`config.mk`:
```
export PLATFORM = sky130hd
export DESIGN_NAME = barcode_scan_ctrl
export DESIGN_NICKNAME = d
export VERILOG_FILES = /design/src/rtl/barcode_scan_ctrl.sv
export SDC_FILE = /design/constraint.sdc
export NUM_CORES = 1
export LEC_CHECK = 0
export ABC_CLOCK_PERIOD_IN_PS = 3460
export CAP_MARGIN = 10
export CORE_ASPECT_RATIO = 0.7
export CORE_MARGIN = 5
export CORE_UTILIZATION = 55
export CTS_BUF_LIST = sky130_fd_sc_hd__clkbuf_8
export DETAILED_ROUTE_END_ITERATION = 6
export GPL_TIMING_DRIVEN = 0
export PLACE_DENSITY = 0.93
export SYNTH_ARGS = -nofsm -noshare
export SYNTH_HDL_FRONTEND = slang
export SYNTH_SLANG_ARGS = --single-unit
```
`constraint.sdc`:
```
create_clock -name clock -period 3.46 [get_ports clock]
set_clock_uncertainty 0.1 [all_clocks]
set_input_delay 0.692 -clock clock [delete_from_list [all_inputs] [get_ports clock]]
set_output_delay 0.692 -clock clock [all_outputs]
set_load 0.01 [all_outputs]
```
`src/rtl/barcode_scan_ctrl.sv`:
```
`default_nettype none
// ============================================================================
// Module   : barcode_scan_ctrl
// Brief    : 2-of-5 bar code frame sequencer: start check, BCD decode,
//            mod-10 weighted checksum, timeout. Optional: SCAN_CHECKSUM_EN.
// Revision : 1.0 - initial release
// ============================================================================
module barcode_scan_ctrl #(
    parameter int         NUM_DIGITS  = 10,
    parameter logic [4:0] START_SYM   = 5'b11011,
    parameter int         TIMEOUT_CYC = 255
) (
    input  logic       clock,
    input  logic       reset,
    input  logic       arm,
    input  logic [4:0] sym,
    input  logic       sym_valid,
    output logic       sym_ready,
    output logic [3:0] digit,
    output logic       digit_valid,
    output logic [3:0] digit_idx,
    output logic       busy,
    output logic       fim,
    output logic       err,
    output logic [2:0] err_code,
    output logic [3:0] state
);

    typedef enum logic [3:0] {
        S_IDLE       = 4'd0,
        S_WAIT_START = 4'd1,
        S_DIGIT      = 4'd2,
        S_CHECK      = 4'd3,
        S_DONE       = 4'd4,
        S_ERROR      = 4'd5
    } state_t;

    localparam int              c_TW       = $clog2(TIMEOUT_CYC + 1);
    localparam logic [c_TW-1:0] c_TMO_LAST = c_TW'(TIMEOUT_CYC - 1);
    localparam logic [3:0]      c_LAST_IDX = 4'(NUM_DIGITS - 1);

    state_t          r_state;
    state_t          w_state_nxt;
    logic [2:0]      w_err_code_nxt;
    logic [c_TW-1:0] r_timer;
    logic            w_xfer;
    logic            w_tmo;
    logic            w_go;
    logic            w_two_hot;
    logic [3:0]      w_wsum;
    logic [3:0]      w_dec;
    logic [3:0]      w_new_idx;
    logic            w_chk_ok;

    assign sym_ready = (r_state == S_WAIT_START) || (r_state == S_DIGIT);
    assign busy      = sym_ready || (r_state == S_CHECK);
    assign state     = r_state;
    assign w_xfer    = sym_valid && sym_ready;
    assign w_tmo     = !w_xfer && (r_timer == c_TMO_LAST);
    assign w_go      = arm && !busy;

    // Weights 1,2,4,7,0; the pair {4,7} sums to 11 and encodes digit 0.
    assign w_two_hot = ($countones(sym) == 2);
    assign w_wsum    = {3'b000, sym[0]} + {2'b00, sym[1], 1'b0} +
                       {1'b0, sym[2], 2'b00} + (sym[3] ? 4'd7 : 4'd0);
    assign w_dec     = (w_wsum == 4'd11) ? 4'd0 : w_wsum;
    assign w_new_idx = digit_idx + 4'd1;

`ifdef SCAN_CHECKSUM_EN
    logic [3:0] r_chk;
    logic [5:0] w_add;
    logic [5:0] w_sum;
    logic [3:0] w_mod;

    // Odd positions weigh 3, even positions weigh 1.
    assign w_add = w_new_idx[0] ? ({2'b00, w_dec} + {1'b0, w_dec, 1'b0})
                                : {2'b00, w_dec};
    assign w_sum = {2'b00, r_chk} + w_add;

    always_comb begin
        w_mod = 4'(w_sum);
        if (w_sum >= 6'd30)
            w_mod = 4'(w_sum - 6'd30);
        else if (w_sum >= 6'd20)
            w_mod = 4'(w_sum - 6'd20);
        else if (w_sum >= 6'd10)
            w_mod = 4'(w_sum - 6'd10);
    end

    assign w_chk_ok = (r_chk == 4'd0);

    always_ff @(posedge clock or negedge reset) begin
        if (!reset)
            r_chk <= 4'd0;
        else if (w_go)
            r_chk <= 4'd0;
        else if (r_state == S_DIGIT && w_xfer && w_two_hot)
            r_chk <= w_mod;
    end
`else
    assign w_chk_ok = 1'b1;
`endif

    always_ff @(posedge clock or negedge reset) begin
        if (!reset)
            r_state <= S_IDLE;
        else
            r_state <= w_state_nxt;
    end

    always_comb begin
        w_state_nxt    = r_state;
        w_err_code_nxt = 3'd0;
        case (r_state)
            S_IDLE, S_DONE, S_ERROR: begin
                if (arm)
                    w_state_nxt = S_WAIT_START;
            end
            S_WAIT_START: begin
                if (w_xfer) begin
                    if (sym == START_SYM) begin
                        w_state_nxt = S_DIGIT;
                    end else begin
                        w_state_nxt    = S_ERROR;
                        w_err_code_nxt = 3'd1;
                    end
                end else if (w_tmo) begin
                    w_state_nxt    = S_ERROR;
                    w_err_code_nxt = 3'd4;
                end
            end
            S_DIGIT: begin
                if (w_xfer) begin
                    if (!w_two_hot) begin
                        w_state_nxt    = S_ERROR;
                        w_err_code_nxt = 3'd2;
                    end else if (digit_idx == c_LAST_IDX) begin
                        w_state_nxt = S_CHECK;
                    end
                end else if (w_tmo) begin
                    w_state_nxt    = S_ERROR;
                    w_err_code_nxt = 3'd4;
                end
            end
            S_CHECK: begin
                if (w_chk_ok) begin
                    w_state_nxt = S_DONE;
                end else begin
                    w_state_nxt    = S_ERROR;
                    w_err_code_nxt = 3'd3;
                end
            end
            default: w_state_nxt = S_IDLE;
        endcase
    end

    always_ff @(posedge clock or negedge reset) begin
        if (!reset) begin
            r_timer     <= '0;
            digit       <= 4'd0;
            digit_valid <= 1'b0;
            digit_idx   <= 4'd0;
            fim         <= 1'b0;
            err         <= 1'b0;
            err_code    <= 3'd0;
        end else begin
            digit_valid <= 1'b0;
            fim         <= (w_state_nxt == S_DONE);
            err         <= (w_state_nxt == S_ERROR);
            if (w_go) begin
                err_code  <= 3'd0;
                digit_idx <= 4'd0;
                r_timer   <= '0;
            end else if (w_state_nxt == S_ERROR && r_state != S_ERROR) begin
                err_code <= w_err_code_nxt;
            end
            if (sym_ready) begin
                if (w_xfer)
                    r_timer <= '0;
                else
                    r_timer <= r_timer + c_TW'(1);
            end
            if (r_state == S_DIGIT && w_xfer && w_two_hot) begin
                digit_idx   <= w_new_idx;
                digit       <= w_dec;
                digit_valid <= 1'b1;
            end
        end
    end

endmodule
`default_nettype wire
```
==> impl_metrics.tcl <==
set metrics [dict create \
    setup_violations 0 \
    async_reset_ff_share_pct 100 \
    report.power.total_mw 0.629 \
    fin_crit_sh_pct 97.1 \
    avgSynthCellArea_um2 9.91 \
    max_freq_ghz 0.298 \
    required_ns 3.52 \
    rsz0062_at_grt "no" \
    yosysWarnings 0 \
    maxSlewHeadroom_pct 58.7 \
    netlist_instances 168 \
    synth_seq_area_share_pct 39.1 \
    postRouteAntennaNets 0 \
    outcome "complete, no violations" \
    grt_max_degree 27 \
    area_growth_syn_to_layout_pct 24.7 \
    criticalPathCategory "in -> reg" \
    post-cts-setup-buffer-count 0 \
    core_um2 2840 \
    clk_latency_ns 0.27 \
    cp_slowest_cell "fa_1" \
    cpLargestDelayFamily "adder cells" \
    crit_start "sym[0]" \
    place_ws_ns -0.348 \
    place_hpwl_um 3080 \
    p_leak_nw 0.959 \
    crit_path_start_kind "primary input" \
    synth_edf_count 0 \
    portBuffers 27 \
    numCtsBuffers 3 \
    path_max_fanout 5 \
    cts.path.max_buffers 2 \
    viasPerCell 6.23 \
    synth_cell_types 53 \
    finish.net_count 223 \
    synthFlopType "dfrtp_1" \
    rows 16 \
    peakVddDrop_mv 0.255 \
    initial_utilization_pct 58.6 \
    grt_pass1_wl_um 6870 \
    die_area_um2 4250 \
    hold_buffers 0 \
    die_w_um 75.8 \
    place.gp.congestion 0.932 \
    antenna_found_initial 0 \
    cts.sinks 26 \
    wirelength_um 4150 \
    max_cap_viol_count 0 \
    synth.net_count 190 \
    setup_ws_ns 0.101 \
    final_max_slew_viol_count 0 \
    grt_usage_pct 20.8 \
    hp-start "digit[3]" \
    die_h_um 56.0 \
    num-fill-cells 197 \
    path_buf_inv 3 \
    hold_viol_final 0 \
    syn-cell-area_um2 1670 \
    clk_pin_slew_ns 0.08 \
    via_count 1470 \
    powerDensity_nw_per_um2 303 \
    cts-root-buf "clkbuf_8" \
    crit_path_cell_trace "clkdlybuf4s50_1 > inv_1 > fa_1 > inv_1 > fa_1 > ha_1 > nand4bb_1 > a22o_1 > o211ai_2 > a32o_1" \
    crit_path_end_kind "flop" \
    grt_pass1_vias 1412 \
    r2r_start "state[2]" \
    cp.arrival_ns 3.42 \
    layout-drive-gt1-share_pct 11.5 \
    overflow 0 \
    period_needed_ns 3.36 \
    tightestPinTransition_ns 0.616 \
    synth-seq-cells 26 \
    first_pass_iters 5 \
    routedWlPerCell_um 17.6 \
    num_antenna_cells 0 \
    htreeDepth 1 \
    hp-class "reg -> reg" \
    drtIter0Drc 172 \
    cts_tree "built" \
    ios 29 \
    drc 0 \
    slowest_delay_ns 0.55 \
]
==> sequential cells by signal, indices dropped and copies added, names as in the netlist <==
register     cells
err_code         3
state            4
r_timer          8
err              1
fim              1
digit_idx        4
digit            4
digit_valid      1
==> layout make-up <==
type / count / area, um2 / area share [%]
inverter: 12 / 45.0 / 2.17
sequential: 26 / 651 / 31.3
buffer: 6 / 45.0 / 2.17
clock buffer: 4 / 55.1 / 2.65
timing repair buffer: 28 / 303 / 14.6
tap: 36 / 45.0 / 2.17
multi-input combinational: 124 / 933 / 44.9
==> cells in the final DEF (no fill, tap or decap), drive strengths merged, types with 4 or more instances in the layout <==
cell type and n:
o31ai 4, clkdlybuf4s50 25, nand3 8, inv 11, nor2 10, ha 10, buf 6, clkbuf 5
a22o 5, nand2 14, o21ai 12, dfrtp 26, a21oi 4, and3 5
==> cell usage after synthesis, types with 2 or more instances <==
| master | number | area (um2) |
|---|---|---|
| nor2b_1 | 3 | 18.8 |
| ha_1 | 10 | 125 |
| and4_1 | 2 | 17.5 |
| nand3_1 | 8 | 40.0 |
| a31o_1 | 2 | 17.5 |
| a22o_1 | 5 | 43.8 |
| buf_6 | 2 | 22.5 |
| a21oi_1 | 3 | 15.0 |
| buf_2 | 3 | 15.0 |
| nor3_1 | 3 | 15.0 |
| xor2_1 | 3 | 26.3 |
| nor4_1 | 2 | 12.5 |
| fa_1 | 3 | 60.1 |
| nand4_1 | 3 | 18.8 |
| dfrtp_1 | 26 | 651 |
| o31ai_1 | 4 | 30.0 |
| and3_1 | 5 | 31.3 |
| nand3b_1 | 3 | 22.5 |
| nor2_1 | 9 | 33.8 |
| nand2_1 | 14 | 52.6 |
| o21ai_1 | 11 | 55.1 |
| a32o_1 | 2 | 20.0 |
| inv_1 | 11 | 41.3 |
| a31oi_1 | 2 | 12.5 |
==> worst reg2reg max path, cell delays in order, from the launching register on <==
cell     delay, ns
dfrtp_1       0.48
or2_1         0.26
buf_6         0.14
o21ai_1       0.51
a21oi_1       0.17
mux2i_1       0.17
==> kinds of logic (layout without fill, tap and decap cells) <==
group / Yosys count / in the layout / share of synthesized area [%]
AOI/OAI and AO/OA: 42 / 42 / 18.8
xor gates and xnor gates: 5 / 5 / 3.08
adders and majority gates: 13 / 13 / 11.1
buffers and inverters: 18 / 50 / 5.18
DFF: 26 / 26 / 39.1
muxes: 2 / 2 / 1.28
other: 1 / 1 / 0.225
and+or+nand+nor: 61 / 61 / 21.3
==> path summary, 6_finish.rpt <==
check	end	slack [ns]	cells past startpoint
max reg2reg	digit_idx[2]	1.56	5
min in group asynchronous	digit_idx[3]	0.61	1
max in group asynchronous	digit_valid	2.22	2
min	digit[3]	0.39	2
min reg2reg	digit[3]	0.39	2
max	err_code[0]	0.10	10
==> metal layers <==
layer  global-route usage (%)  vias to the layer above  share of wire [%]
li1                         -                      675                  -
met5                        0                        -                  0
met3                     3.79                       15                7.9
met2                     34.6                       77                 49
met1                     27.4                      703                 41
met4                     4.99                        0                2.6
==> stage by stage <==
step | instances | hold slack (ns) | utilization [%] | cell area [um2] | setup TNS (ns)
after detailed placement | 231 | 0.376 | 69.7 | 1980 | -3.57
after CTS | 235 | 0.395 | 71.7 | 2040 | 0
after global placement | 231 | 0.367 | 69.7 | 1980 | -1.97
after floorplan | 168 | 0.296 | - | 1670 | 0
final | 236 | 0.392 | 73.1 | 2080 | 0
after global routing | 236 | 0.423 | 73.1 | 2080 | 0
==> report_power, final <==
part / internal, mW / switching [mW]
sequential: 0.308 / 0.00549
clock: 0.102 / 0.0905
combinational: 0.0554 / 0.0680
==> timing repair <==
action / 4_1_cts / 5_1_grt
setup endpoints to repair: 7 / 14
gates resized for setup: 1 / 5
cloned: 0 / 0
pin swaps: 0 / 1
Note: power is estimated with default switching activity, not from simulation.
